File: config.mk
export PLATFORM = sky130hd
export DESIGN_NAME = outgoing_request_buffer_flat
export DESIGN_NICKNAME = d
export VERILOG_FILES = /design/src/rtl/axi_rob_pkg.sv /design/src/rtl/outgoing_request_buffer_if.sv /design/src/rtl/outgoing_request_buffer_fifo.sv /design/src/rtl/outgoing_request_buffer_tag_free_list.sv /design/src/rtl/outgoing_request_buffer.sv /design/src/flat_wrapper.sv
export SDC_FILE = /design/constraint.sdc
export NUM_CORES = 1
export LEC_CHECK = 0
export ABC_AREA = 0
export CORE_UTILIZATION = 59
export DETAILED_ROUTE_END_ITERATION = 10
export GPL_ROUTABILITY_DRIVEN = 0
export PLACE_DENSITY_LB_ADDON = 0.3
export SYNTH_ARGS = -nofsm -noshare
export SYNTH_HDL_FRONTEND = slang
export SYNTH_SLANG_ARGS = --single-unit
File: constraint.sdc
create_clock -name clk -period 8.3 [get_ports clk]
set_input_delay 1.66 -clock clk [delete_from_list [all_inputs] [get_ports clk]]
set_output_delay 1.66 -clock clk [all_outputs]
set_load 0.01 [all_outputs]
File: src/rtl/axi_rob_pkg.sv
// Shared types and default sizes for the AR request path between the ROB
// and the AXI slave.
//   ID_WIDTH / ADDR_WIDTH : AXI ARID / ARADDR widths
//   TAG_WIDTH             : tag width, NUM_TAGS = 2**TAG_WIDTH
//   FIFO_DEPTH            : request FIFO entries (power of 2, >= 2)
//   ar_req_t              : one buffered AR request plus its allocated tag
package axi_rob_pkg;

    localparam int ID_WIDTH   = 4;
    localparam int ADDR_WIDTH = 32;
    localparam int TAG_WIDTH  = 4;
    localparam int FIFO_DEPTH = 8;
    localparam int NUM_TAGS   = 1 << TAG_WIDTH;

    typedef struct packed {
        logic [ID_WIDTH-1:0]   id;
        logic [ADDR_WIDTH-1:0] addr;
        logic [7:0]            len;
        logic [2:0]            size;
        logic [1:0]            burst;
        logic [TAG_WIDTH-1:0]  tagid;
    } ar_req_t;

endpackage

File: src/rtl/outgoing_request_buffer_if.sv
// AR request bundle around the outgoing request buffer.
//   in_*  : upstream requests from the ROB path (valid/ready handshake)
//   out_* : AR channel toward the AXI slave, including the allocated tag
// master : the buffer (consumes in_*, drives out_*)
// slave  : the surrounding environment (drives in_*, consumes out_*)
interface outgoing_request_buffer_if;
    import axi_rob_pkg::*;

    logic                  in_valid;
    logic                  in_ready;
    logic [ID_WIDTH-1:0]   in_id;
    logic [ADDR_WIDTH-1:0] in_addr;
    logic [7:0]            in_len;
    logic [2:0]            in_size;
    logic [1:0]            in_burst;

    logic                  out_valid;
    logic                  out_ready;
    logic [ID_WIDTH-1:0]   out_id;
    logic [ADDR_WIDTH-1:0] out_addr;
    logic [7:0]            out_len;
    logic [2:0]            out_size;
    logic [1:0]            out_burst;
    logic [TAG_WIDTH-1:0]  out_tagid;

    modport master (
        input  in_valid, in_id, in_addr, in_len, in_size, in_burst,
        output in_ready,
        output out_valid, out_id, out_addr, out_len, out_size, out_burst, out_tagid,
        input  out_ready
    );

    modport slave (
        output in_valid, in_id, in_addr, in_len, in_size, in_burst,
        input  in_ready,
        input  out_valid, out_id, out_addr, out_len, out_size, out_burst, out_tagid,
        output out_ready
    );

endinterface

File: src/rtl/outgoing_request_buffer_fifo.sv
// Synchronous FIFO with count-based pointers and combinational head read.
//   push/wr_data : write when not full
//   pop/rd_data  : rd_data is mem[rd_ptr]; pop advances when not empty
//   full/empty   : derived from the registered count
module fifo #(
    parameter int DATA_WIDTH = 8,
    parameter int DEPTH      = 8
) (
    input  logic                  clk,
    input  logic                  rst,
    input  logic                  push,
    input  logic [DATA_WIDTH-1:0] wr_data,
    input  logic                  pop,
    output logic [DATA_WIDTH-1:0] rd_data,
    output logic                  full,
    output logic                  empty
);

    localparam int PTR_W = $clog2(DEPTH);

    logic [DATA_WIDTH-1:0] mem [DEPTH];
    logic [PTR_W-1:0]      wr_ptr;
    logic [PTR_W-1:0]      rd_ptr;
    logic [PTR_W:0]        count;
    logic                  do_push;
    logic                  do_pop;

    assign full    = (count == (PTR_W + 1)'(DEPTH));
    assign empty   = (count == '0);
    assign do_push = push && !full;
    assign do_pop  = pop && !empty;
    assign rd_data = mem[rd_ptr];

    // DEPTH is a power of two, so pointers wrap naturally.
    always_ff @(posedge clk or posedge rst) begin
        if (rst) begin
            wr_ptr <= '0;
            rd_ptr <= '0;
            count  <= '0;
        end else begin
            if (do_push) wr_ptr <= wr_ptr + 1'b1;
            if (do_pop)  rd_ptr <= rd_ptr + 1'b1;
            case ({do_push, do_pop})
                2'b10:   count <= count + 1'b1;
                2'b01:   count <= count - 1'b1;
                default: count <= count;
            endcase
        end
    end

    always_ff @(posedge clk) begin
        if (do_push) mem[wr_ptr] <= wr_data;
    end

endmodule

File: src/rtl/outgoing_request_buffer_tag_free_list.sv
// Tag pool: busy bitmap with lowest-index-free selection.
//   alloc_en   : take alloc_tag this edge (caller guarantees free_count != 0)
//   alloc_tag  : lowest-index free tag, from the pre-edge bitmap
//   rel_valid/rel_tag : return a tag at the clock edge
//   free_count : number of free tags (registered)
//   rel_err    : sticky, set when an already-free tag is released
module tag_free_list #(
    parameter int TAG_WIDTH = 4
) (
    input  logic                 clk,
    input  logic                 rst,
    input  logic                 alloc_en,
    output logic [TAG_WIDTH-1:0] alloc_tag,
    input  logic                 rel_valid,
    input  logic [TAG_WIDTH-1:0] rel_tag,
    output logic [TAG_WIDTH:0]   free_count,
    output logic                 rel_err
);

    localparam int NUM_TAGS = 1 << TAG_WIDTH;

    logic [NUM_TAGS-1:0] busy;
    logic                rel_ok;
    logic                rel_dup;

    // Scan downward so the lowest free index is the last one assigned.
    always_comb begin
        alloc_tag = '0;
        for (int i = NUM_TAGS - 1; i >= 0; i--) begin
            if (!busy[i]) alloc_tag = TAG_WIDTH'(i);
        end
    end

    assign rel_ok  = rel_valid &&  busy[rel_tag];
    assign rel_dup = rel_valid && !busy[rel_tag];

    // A tag freed this edge cannot be the one allocated this edge: the
    // allocator only looks at tags that were already free.
    always_ff @(posedge clk or posedge rst) begin
        if (rst) begin
            busy       <= '0;
            free_count <= (TAG_WIDTH + 1)'(NUM_TAGS);
            rel_err    <= 1'b0;
        end else begin
            if (alloc_en) busy[alloc_tag] <= 1'b1;
            if (rel_ok)   busy[rel_tag]   <= 1'b0;
            case ({alloc_en, rel_ok})
                2'b10:   free_count <= free_count - 1'b1;
                2'b01:   free_count <= free_count + 1'b1;
                default: free_count <= free_count;
            endcase
            if (rel_dup) rel_err <= 1'b1;
        end
    end

endmodule

File: src/rtl/outgoing_request_buffer.sv
// Outgoing AR request buffer: tags each accepted request from a free pool,
// queues it, and presents it on a registered AR output stage.
//   clk, rst             : clock, asynchronous active-high reset
//   bus (master)         : in_* upstream handshake, out_* AR channel + tag
//   alloc_valid/tag/id   : one-cycle report of each allocation to the ROB
//   rel_valid/rel_tag    : ROB returns a tag after the last R beat
//   free_count           : free tags remaining
//   rel_err              : sticky double-release flag
module outgoing_request_buffer
    import axi_rob_pkg::*;
#(
    parameter int ID_WIDTH   = axi_rob_pkg::ID_WIDTH,
    parameter int TAG_WIDTH  = axi_rob_pkg::TAG_WIDTH,
    parameter int FIFO_DEPTH = axi_rob_pkg::FIFO_DEPTH
) (
    input  logic                   clk,
    input  logic                   rst,
    outgoing_request_buffer_if.master bus,
    output logic                   alloc_valid,
    output logic [TAG_WIDTH-1:0]   alloc_tag,
    output logic [ID_WIDTH-1:0]    alloc_id,
    input  logic                   rel_valid,
    input  logic [TAG_WIDTH-1:0]   rel_tag,
    output logic [TAG_WIDTH:0]     free_count,
    output logic                   rel_err
);

    logic                 fifo_full;
    logic                 fifo_empty;
    logic                 accept;
    logic                 load;
    logic [TAG_WIDTH-1:0] new_tag;
    ar_req_t              wr_req;
    ar_req_t              head;
    ar_req_t              out_req;
    logic                 out_valid_q;

    // Both terms are registered, so in_ready never depends on in_valid.
    assign bus.in_ready = !fifo_full && (free_count != '0);
    assign accept       = bus.in_valid && bus.in_ready;

    // Refill the output register whenever it is empty or being consumed.
    assign load = !fifo_empty && (!out_valid_q || bus.out_ready);

    always_comb begin
        wr_req       = '0;
        wr_req.id    = bus.in_id;
        wr_req.addr  = bus.in_addr;
        wr_req.len   = bus.in_len;
        wr_req.size  = bus.in_size;
        wr_req.burst = bus.in_burst;
        wr_req.tagid = new_tag;
    end

    tag_free_list #(
        .TAG_WIDTH (TAG_WIDTH)
    ) u_tags (
        .clk        (clk),
        .rst        (rst),
        .alloc_en   (accept),
        .alloc_tag  (new_tag),
        .rel_valid  (rel_valid),
        .rel_tag    (rel_tag),
        .free_count (free_count),
        .rel_err    (rel_err)
    );

    fifo #(
        .DATA_WIDTH ($bits(ar_req_t)),
        .DEPTH      (FIFO_DEPTH)
    ) u_fifo (
        .clk     (clk),
        .rst     (rst),
        .push    (accept),
        .wr_data (wr_req),
        .pop     (load),
        .rd_data (head),
        .full    (fifo_full),
        .empty   (fifo_empty)
    );

    always_ff @(posedge clk or posedge rst) begin
        if (rst) begin
            alloc_valid <= 1'b0;
            alloc_tag   <= '0;
            alloc_id    <= '0;
        end else begin
            alloc_valid <= accept;
            if (accept) begin
                alloc_tag <= new_tag;
                alloc_id  <= bus.in_id;
            end
        end
    end

    // Payload only changes on load, so it holds while out_valid && !out_ready.
    always_ff @(posedge clk or posedge rst) begin
        if (rst) begin
            out_valid_q <= 1'b0;
            out_req     <= '0;
        end else if (load) begin
            out_valid_q <= 1'b1;
            out_req     <= head;
        end else if (bus.out_ready) begin
            out_valid_q <= 1'b0;
        end
    end

    assign bus.out_valid = out_valid_q;
    assign bus.out_id    = out_req.id;
    assign bus.out_addr  = out_req.addr;
    assign bus.out_len   = out_req.len;
    assign bus.out_size  = out_req.size;
    assign bus.out_burst = out_req.burst;
    assign bus.out_tagid = out_req.tagid;

endmodule

File: src/flat_wrapper.sv
// flat-port wrapper written by rule: the top's interface ports become plain ports
module outgoing_request_buffer_flat import axi_rob_pkg::*;
#(
    parameter int ID_WIDTH   = axi_rob_pkg::ID_WIDTH,
    parameter int TAG_WIDTH  = axi_rob_pkg::TAG_WIDTH,
    parameter int FIFO_DEPTH = axi_rob_pkg::FIFO_DEPTH
)
  (clk, rst, alloc_valid, alloc_tag, alloc_id, rel_valid, rel_tag, free_count, rel_err, bus_in_valid, bus_in_id, bus_in_addr, bus_in_len, bus_in_size, bus_in_burst, bus_in_ready, bus_out_valid, bus_out_id, bus_out_addr, bus_out_len, bus_out_size, bus_out_burst, bus_out_tagid, bus_out_ready);
  outgoing_request_buffer_if bus_i ();
  input  logic clk;
  input  logic rst;
  output logic alloc_valid;
  output logic [TAG_WIDTH-1:0] alloc_tag;
  output logic [ID_WIDTH-1:0] alloc_id;
  input  logic rel_valid;
  input  logic [TAG_WIDTH-1:0] rel_tag;
  output logic [TAG_WIDTH:0] free_count;
  output logic rel_err;
  input wire logic [$bits(bus_i.in_valid)-1:0] bus_in_valid;
  input wire logic [$bits(bus_i.in_id)-1:0] bus_in_id;
  input wire logic [$bits(bus_i.in_addr)-1:0] bus_in_addr;
  input wire logic [$bits(bus_i.in_len)-1:0] bus_in_len;
  input wire logic [$bits(bus_i.in_size)-1:0] bus_in_size;
  input wire logic [$bits(bus_i.in_burst)-1:0] bus_in_burst;
  output wire logic [$bits(bus_i.in_ready)-1:0] bus_in_ready;
  output wire logic [$bits(bus_i.out_valid)-1:0] bus_out_valid;
  output wire logic [$bits(bus_i.out_id)-1:0] bus_out_id;
  output wire logic [$bits(bus_i.out_addr)-1:0] bus_out_addr;
  output wire logic [$bits(bus_i.out_len)-1:0] bus_out_len;
  output wire logic [$bits(bus_i.out_size)-1:0] bus_out_size;
  output wire logic [$bits(bus_i.out_burst)-1:0] bus_out_burst;
  output wire logic [$bits(bus_i.out_tagid)-1:0] bus_out_tagid;
  input wire logic [$bits(bus_i.out_ready)-1:0] bus_out_ready;
  assign bus_i.in_valid = bus_in_valid;
  assign bus_i.in_id = bus_in_id;
  assign bus_i.in_addr = bus_in_addr;
  assign bus_i.in_len = bus_in_len;
  assign bus_i.in_size = bus_in_size;
  assign bus_i.in_burst = bus_in_burst;
  assign bus_in_ready = bus_i.in_ready;
  assign bus_out_valid = bus_i.out_valid;
  assign bus_out_id = bus_i.out_id;
  assign bus_out_addr = bus_i.out_addr;
  assign bus_out_len = bus_i.out_len;
  assign bus_out_size = bus_i.out_size;
  assign bus_out_burst = bus_i.out_burst;
  assign bus_out_tagid = bus_i.out_tagid;
  assign bus_i.out_ready = bus_out_ready;
  outgoing_request_buffer #(.ID_WIDTH(ID_WIDTH), .TAG_WIDTH(TAG_WIDTH), .FIFO_DEPTH(FIFO_DEPTH)) u_core (.clk(clk), .rst(rst), .bus(bus_i), .alloc_valid(alloc_valid), .alloc_tag(alloc_tag), .alloc_id(alloc_id), .rel_valid(rel_valid), .rel_tag(rel_tag), .free_count(free_count), .rel_err(rel_err));
endmodule
==> results of run 1 <==
-- cell type report --
class,count,area share
repair buffers,149,0.0614
clock buffers,74,0.0604
multi-input cells,431,0.197
flip-flops and latches,519,0.647
well taps,448,0.0240
clock inverters,22,0.00824
inverters,14,0.00235
diodes,1,0.000107
-- per-stage QoR --
step	utilization	cell area, sq um	std cells
finish	0.699	23400	1658
floorplan	-	20000	1014
global route	0.699	23400	1657
CTS	0.699	23400	1657
detailed placement	0.651	21800	1561
global placement	0.651	21800	1561
-- cells in the mapped netlist (6+ instances only) --
cell type	n	area, sq um
o31ai_1	13	97.6
buf_1	6	22.5
mux2i_1	55	551
buf_6	7	78.8
clkbuf_1	19	71.3
dfrtp_1	94	2350
xnor2_1	8	70.1
mux4_2	110	2480
o21ai_0	23	115
edfxtp_1	424	12700
nand2_1	36	135
ha_1	9	113
a21oi_1	60	300
buf_2	18	90.1
inv_1	13	48.8
nor2_1	60	225
-- final timing paths --
kind | from | endpoint | slack [ps] | depth (start not counted)
max | rel_tag[1] | u_core.u_tags.free_count[4] | 3780 | 14
min | u_core.alloc_tag[1] | u_core.alloc_tag[1] | 490 | 2
max reg2reg | u_core.u_fifo.count[0] | u_core.u_fifo.mem[7][23] | 5080 | 8
min reg2reg | u_core.alloc_tag[1] | u_core.alloc_tag[1] | 490 | 2
max in group asynchronous | rst | u_core.u_fifo.rd_ptr[2] | 5510 | 3
min in group asynchronous | rst | u_core.u_tags.rel_err | 1490 | 2
-- routing by layer --
| layer | share of wire | wire length, um | vias to the layer above |
|---|---|---|---|
| met4 | 0.020 | 752 | 0 |
| met2 | 0.50 | 19100 | 306 |
| li1 | - | - | 4373 |
| met5 | 0 | 0 | - |
| met1 | 0.43 | 16300 | 5159 |
| met3 | 0.052 | 1990 | 61 |
-- critical path, delay by kind of cell --
family	cells	cell delay, ps
buffers and inverters	2	930
adder cells (fa/ha/maj)	2	520
AO/OA/AOI/OAI	4	670
XOR/XNOR	2	270
multiplexers	1	560
AND/OR/NAND/NOR	3	390
-- flip-flops by register name, summed over array words and instances (netlist names) --
signal / flops
u_core.u_fifo.mem: 424
u_core.u_fifo.rd_ptr: 3
u_core.bus.out_tagid: 4
u_core.bus.out_len: 8
u_core.bus.out_size: 3
u_core.u_fifo.wr_ptr: 3
u_core.alloc_tag: 4
u_core.bus.out_burst: 2
u_core.alloc_id: 4
u_core.bus.out_id: 4
u_core.bus.out_addr: 32
u_core.u_tags.busy: 16
u_core.u_fifo.count: 4
u_core.alloc_valid: 1
u_core.u_tags.free_count: 5
u_core.bus.out_valid: 1
u_core.u_tags.rel_err: 1
-- logic make-up (layout without fill, tap and decap cells) --
| kind of cell | count (synthesis) | after routing | synth area share |
|---|---|---|---|
| and+or+nand+nor | 126 | 126 | 0.0277 |
| xor gates and xnor gates | 13 | 13 | 0.00570 |
| DFF | 519 | 519 | 0.757 |
| muxes | 168 | 168 | 0.153 |
| adders and majority gates | 11 | 11 | 0.00765 |
| buffers and inverters | 64 | 259 | 0.0158 |
| AOI/OAI and AO/OA | 113 | 113 | 0.0330 |
| other | 0 | 1 | 0 |
-- layout by cell type (no fill, tap or decap), types with 13 or more instances in the layout --
master | netlist | final
o21ai_0 | 23 | 23
a21oi_1 | 60 | 59
mux4_2 | 110 | 110
clkdlybuf4s50_1 | 0 | 127
nand2_1 | 36 | 36
buf_4 | 0 | 22
dfrtp_1 | 94 | 91
mux2i_1 | 55 | 55
nor2_1 | 60 | 59
clkbuf_1 | 19 | 18
edfxtp_1 | 424 | 424
clkbuf_16 | 0 | 51
o31ai_1 | 13 | 13
-- where the power goes --
group | switching [mW] | internal, mW
clock | 0.935 | 1.25
sequential | 0.350 | 3.39
combinational | 1.17 | 1.18
==> results.json, run 1 <==
{
  "grt_pass1_vias": 10112,
  "yosys_warnings": 0,
  "synthToLayoutAreaGrowth_pct": 17.1,
  "status": "complete, no violations",
  "ant_nets": 0,
  "cts_htree_levels": 2,
  "finalMaxSlewViolations": 0,
  "post-place-ws_ps": 3240,
  "critical_path_arrival_ps": 5010,
  "whs_ps": 487,
  "core_area_sq_um": 33400,
  "dp_hpwl_um": 21500,
  "critPathRequiredTime_ps": 8790,
  "synth-seq-area-share": 0.757,
  "period_needed_ps": 4520,
  "synth_edf_count": 424,
  "drt_wl_total_um": 38200,
  "std_cell_rows": 67,
  "power_leakage_nw": 7.98,
  "syn_nets": 1083,
  "worst_slack_ps": 3780,
  "fin_crit_sh": 0.545,
  "via_count": 9899,
  "cts_tree": "built",
  "die_h_um": 186,
  "fill_cells": 2004,
  "use_met1": 0.319,
  "portBuffers": 127,
  "cts_buffer_depth": 3,
  "start_util": 0.597,
  "min_path_type": "reg -> reg",
  "clock-sinks": 519,
  "maxCapViolations": 0,
  "pin_count": 128,
  "tns_ps": 0,
  "die_area_sq_um": 34600,
  "cts_buffers": 51,
  "clk_pin_slew_ps": 60,
  "via_per_inst": 5.97,
  "path_max_fanout": 11,
  "holdBufCountCts": 0,
  "first_pass_iters": 5,
  "clk_latency_ps": 580,
  "syn_inst": 1014,
  "vdd.ir_drop.worst_mv": 0.251,
  "slowest_stage": "clkdlybuf4s50_1",
  "grt_max_degree": 83,
  "synth-main-ff-cell": "edfxtp_1",
  "finalSetupViolCount": 0,
  "cpPeakStageDelay_ps": 780,
  "drtIter0Drc": 840,
  "avgSynthCellArea_sq_um": 19.7,
  "clock.fmax_mhz": 221,
  "power.total_mw": 8.28,
  "drive_gt1_frac": 0.185,
  "regArea_sq_um": 15100,
  "antenna_found_initial": 1,
  "power_density_nw_per_um2": 354,
  "fin_nets": 1235,
  "cts_root_buffer": "clkbuf_16",
  "worstMarginPinSlew_ps": 1260,
  "gr-max-usage-layer": "met2",
  "relSlewSlack": 0.158,
  "track_usage": 0.229,
  "crit_chain": "clkdlybuf4s50_1 -> mux4_2 -> nor2b_1 -> a211oi_1 -> a21oi_1 -> and2_1 -> ha_1 -> inv_1 -> ha_1 -> a21o_1 -> a21oi_1 -> xnor2_1 -> nor2_1 -> xor2_1",
  "gr-usage-met2": 0.379,
  "path_class": "in -> reg",
  "synth-seq-cells": 519,
  "ys_types": 45,
  "wl_per_cell_um": 23.0,
  "cp-end-kind": "flip-flop",
  "fin_worst_skew_ps": 23.4,
  "ctsResizeCount": 0,
  "startpoint_type": "input pin",
  "drc": 0,
  "finalHoldViolCount": 0,
  "grt.met3_usage": 0.0352,
  "synth_area_sq_um": 20000,
  "cts_setup_buffers": 0,
  "grt_pass1_wl_um": 58300,
  "die_x_um": 186,
  "overflow": 0,
  "multi_input_area_sq_um": 4600,
  "async_reset_ff_frac": 0.183,
  "rsz0062_at_grt": "false"
}
Power figures use the tool's default switching activity.
==> inputs of run 2 (changes only) <==
Clock period 8.3 ns to 4.6 ns, I/O delays scaled along.
==> results.json, run 2 (synthesized netlist as in run 1, its figures left out) <==
{
  "final_common_cell": "edfxtp_1",
  "dpl_cell_area_sq_um": 21900,
  "via_count": 9934,
  "ctsResizeCount": 0,
  "holdPathStages": 1,
  "start_util": 0.597,
  "dp.cells": 1568,
  "drc": 0,
  "r2r_cells": 13,
  "clock-sinks": 519,
  "finalMaxSlewViolations": 0,
  "fin_nets": 1241,
  "vdd.ir_drop.worst_mv": 0.415,
  "critPathRequiredTime_ps": 5070,
  "power.total_mw": 14.9,
  "first_pass_iters": 5,
  "fin_area_sq_um": 23400,
  "largest_reg_flops": 424,
  "core_area_sq_um": 33400,
  "fin_cells": 1661,
  "grt_pass1_wl_um": 58100,
  "path_max_fanout": 10,
  "worstMarginPinSlew_ps": 1130,
  "synthToLayoutAreaGrowth_pct": 17.2,
  "holdPathEnd": "u_core.u_tags.rel_err",
  "drt_wl_total_um": 38400,
  "track_usage": 0.230,
  "largest-register": "u_core.u_fifo.mem",
  "die_h_um": 186,
  "rrSetupSlack_ps": 1570,
  "clk_pin_slew_ps": 60,
  "hold_path.startpoint": "u_core.u_tags.rel_err",
  "ant_nets": 0,
  "maxCapViolations": 0,
  "power_leakage_nw": 7.99,
  "overflow": 0,
  "drive_gt1_frac": 0.186,
  "relSlewSlack": 0.246,
  "rr_startpoint": "u_core.u_tags.busy[0]",
  "die_area_sq_um": 34600,
  "clk_latency_ps": 550,
  "r2r_end": "u_core.u_tags.free_count[4]",
  "cts_buffers": 50,
  "status": "complete, no violations",
  "cts_root_buffer": "clkbuf_16",
  "grt_max_degree": 110,
  "startpoint_type": "input pin",
  "final_cell_mix": "edfxtp_1 (424), clkdlybuf4s50_1 (127), mux4_2 (110)",
  "dp_hpwl_um": 21600,
  "std_cell_rows": 67,
  "path_class": "in -> reg",
  "min_path_type": "reg -> reg",
  "finalHoldViolCount": 0,
  "clock.fmax_mhz": 276,
  "cts_setup_buffers": 0,
  "fin_worst_skew_ps": 12.5,
  "critical_path_arrival_ps": 4090,
  "wl_per_cell_um": 23.1,
  "pin_count": 128,
  "portBuffers": 127,
  "cts_buffer_depth": 3,
  "via_per_inst": 5.98,
  "period_needed_ps": 3620,
  "finalSetupViolCount": 0,
  "rsz0062_at_grt": "false",
  "holdBufCountCts": 0,
  "cp-end-kind": "flip-flop",
  "power_density_nw_per_um2": 636,
  "grt_pass1_vias": 9999,
  "cts_tree": "built",
  "fin_crit_sh": 0.787,
  "drtIter0Drc": 789,
  "antenna_found_initial": 2,
  "cts_htree_levels": 2,
  "die_x_um": 186
}
-- run 2: cell count changes in the layout (fill, tap and decap cells not counted), moves of 3 or more --
cell | previous run | this run
buf_4 | 22 | 26
clkbuf_1 | 18 | 23
clkinv_2 | 7 | 3
buf_12 | 0 | 3
clkinv_1 | 9 | 5
-- run 2: stage by stage --
stage | TNS, ps | util | hold slack [ps] | worst slack [ps]
floorplan | -265010 | - | 463 | -1200
global route | 0 | 0.700 | 497 | 805
detailed placement | 0 | 0.654 | 465 | 431
global placement | 0 | 0.654 | 465 | 504
finish | 0 | 0.700 | 480 | 978
CTS | 0 | 0.700 | 481 | 988
-- run 2: critical path, cell delays in order --
cell and delay [ps]:
clkdlybuf4s50_1 690, mux4_2 560, a211oi_1 230, a21oi_1 80
and2_1 200, ha_1 230, inv_1 140, ha_1 280
a21o_1 200, a21oi_1 210, xnor2_1 140, nor2_1 60
xor2_1 140
-- run 2: layout make-up --
class                           instances  area (sq um)
Timing Repair Buffer                  156          1530
Clock inverter                         13          96.3
Sequential cell                       519         15100
Clock buffer                           79          1430
Fill cell                            1988         10000
Antenna cell                            1          2.50
Tap cell                              448           561
Multi-Input combinational cell        431          4610
Inverter                               14          55.1
-- run 2: how the worst max path moves through the flow --
stage,start,end,depth (start not counted)
2_1_floorplan,bus_in_valid,u_core.u_fifo.mem[6][0],5
5_1_grt,rel_tag[0],u_core.u_tags.free_count[4],13
6_report,rel_tag[0],u_core.u_tags.free_count[4],13
3_5_place_dp,rel_tag[0],u_core.u_tags.free_count[4],13
3_3_place_gp,rel_tag[0],u_core.u_tags.free_count[4],13
4_1_cts,rel_tag[0],u_core.u_tags.free_count[4],13
-- run 2: per-layer routing --
metal  vias up  wire (um)  global-route usage
li1       4367          -                   -
met3        78       2510              0.0425
met4         2        777              0.0630
met5         -         13                   0
met1      5128      16000               0.319
met2       359      19100               0.379
-- run 2: power by group --
group | internal [mW] | leakage [nW] | total, mW | switching (mW)
clock network | 2.19 | 0.735 | 3.82 | 1.63
registers | 6.12 | 4.95 | 6.91 | 0.793
logic | 2.19 | 2.30 | 4.16 | 1.97
==> inputs of run 3 (changes only) <==
Settings changed: CORE_UTILIZATION 59 to 53.
Clock period 4.6 ns to 3.3 ns, I/O delays scaled along.
==> results.json, run 3 (synthesized netlist as in run 1, its figures left out) <==
{
  "status": "complete, no violations",
  "dpl_cell_area_sq_um": 22200,
  "drt_wl_total_um": 39100,
  "rr_startpoint": "u_core.u_tags.free_count[2]",
  "drc": 0,
  "via_per_inst": 5.76,
  "fin_crit_sh": 0.947,
  "power_leakage_nw": 8.15,
  "drive_gt1_frac": 0.200,
  "fin_nets": 1255,
  "maxCapViolations": 0,
  "cts_buffer_depth": 3,
  "grt_max_degree": 110,
  "rrSetupSlack_ps": 260,
  "clk_latency_ps": 580,
  "finalHoldViolCount": 0,
  "cts_tree": "built",
  "fin_worst_skew_ps": 16.4,
  "start_util": 0.541,
  "cts_buffers": 50,
  "largest_reg_flops": 424,
  "grt_pass1_wl_um": 61000,
  "finalSetupViolCount": 0,
  "fin_cells": 1732,
  "multi_input_area_sq_um": 4650,
  "path_class": "in -> reg",
  "critPathRequiredTime_ps": 3800,
  "synthToLayoutAreaGrowth_pct": 19.4,
  "regArea_sq_um": 15100,
  "wl_per_cell_um": 22.6,
  "dp_hpwl_um": 22200,
  "std_cell_rows": 70,
  "min_path_type": "reg -> reg",
  "finalMaxSlewViolations": 0,
  "fill_cells": 2482,
  "path_max_fanout": 3,
  "worstMarginPinSlew_ps": 616,
  "via_count": 9981,
  "startpoint_type": "input pin",
  "holdBufCountCts": 0,
  "vdd.ir_drop.worst_mv": 0.609,
  "startpoint": "rel_tag[1]",
  "relSlewSlack": 0.590,
  "ctsResizeCount": 0,
  "hold_path.startpoint": "u_core.alloc_id[1]",
  "r2r_cells": 11,
  "final_common_cell": "edfxtp_1",
  "antenna_found_initial": 1,
  "cts_root_buffer": "clkbuf_16",
  "clock.fmax_mhz": 320,
  "die_h_um": 196,
  "ant_nets": 0,
  "cp-end-kind": "flip-flop",
  "portBuffers": 127,
  "period_needed_ps": 3120,
  "largest-register": "u_core.u_fifo.mem",
  "first_pass_iters": 5,
  "pin_count": 128,
  "critical_path_arrival_ps": 3620,
  "cts_htree_levels": 2,
  "drtIter0Drc": 689,
  "overflow": 0,
  "power_density_nw_per_um2": 886,
  "grt_pass1_vias": 10303,
  "clk_pin_slew_ps": 60,
  "die_area_sq_um": 38500,
  "rsz0062_at_grt": "false",
  "whs_ps": 488,
  "core_area_sq_um": 36900,
  "final_cell_mix": "edfxtp_1 (424), clkdlybuf4s50_1 (127), mux4_2 (110)",
  "track_usage": 0.212,
  "cts_setup_buffers": 0,
  "holdPathStages": 2,
  "die_x_um": 196,
  "final_util": 0.647,
  "fin_area_sq_um": 23800,
  "clock-sinks": 519,
  "dp.cells": 1638
}
-- run 3: critical path: stages --
cell and delay [ps]:
clkdlybuf4s50_1 510, mux4_2 490, nor2b_1 150, a211oi_1 250
a21oi_1 100, and2_1 190, ha_1 210, inv_1 100
ha_1 250, a21o_1 190, a21oi_1 180, xnor2_1 80
nor2_1 100, xor2_1 150
-- run 3: metrics by stage --
stage                     worst slack (ps)  setup TNS [ps]  power (mW)
final                                  176               0        21.1
after global routing                  45.6               0        22.1
after CTS                             56.5               0        21.4
after detailed placement              -412           -1130        15.9
after global placement                -301            -707        15.7
after floorplan                       -419          -88830        13.4
-- run 3: power breakdown --
group / internal (mW) / switching (mW)
Clock: 3.15 / 2.30
Combinational: 3.22 / 3.02
Sequential: 8.52 / 0.900
Total: 14.9 / 6.22
-- run 3: cell type report --
class / count / share of cell area
flip-flops and latches: 519 / 0.634
multi-input cells: 431 / 0.195
repair buffers: 170 / 0.0753
clock buffers: 76 / 0.0618
well taps: 504 / 0.0264
clock inverters: 17 / 0.00462
inverters: 14 / 0.00231
diodes: 1 / 0.000105
-- run 3: layer usage --
layer,global-route usage,part of all wire
met1,0.304,0.43
met2,0.336,0.49
met3,0.0363,0.057
met4,0.0668,0.020
met5,0,0
-- run 3: final timing paths --
check	to
min in group asynchronous	u_core.alloc_tag[0]
min reg2reg	u_core.alloc_id[1]
max in group asynchronous	u_core.u_fifo.rd_ptr[2]
max	u_core.u_tags.free_count[4]
max reg2reg	u_core.u_tags.free_count[4]
min	u_core.alloc_id[1]
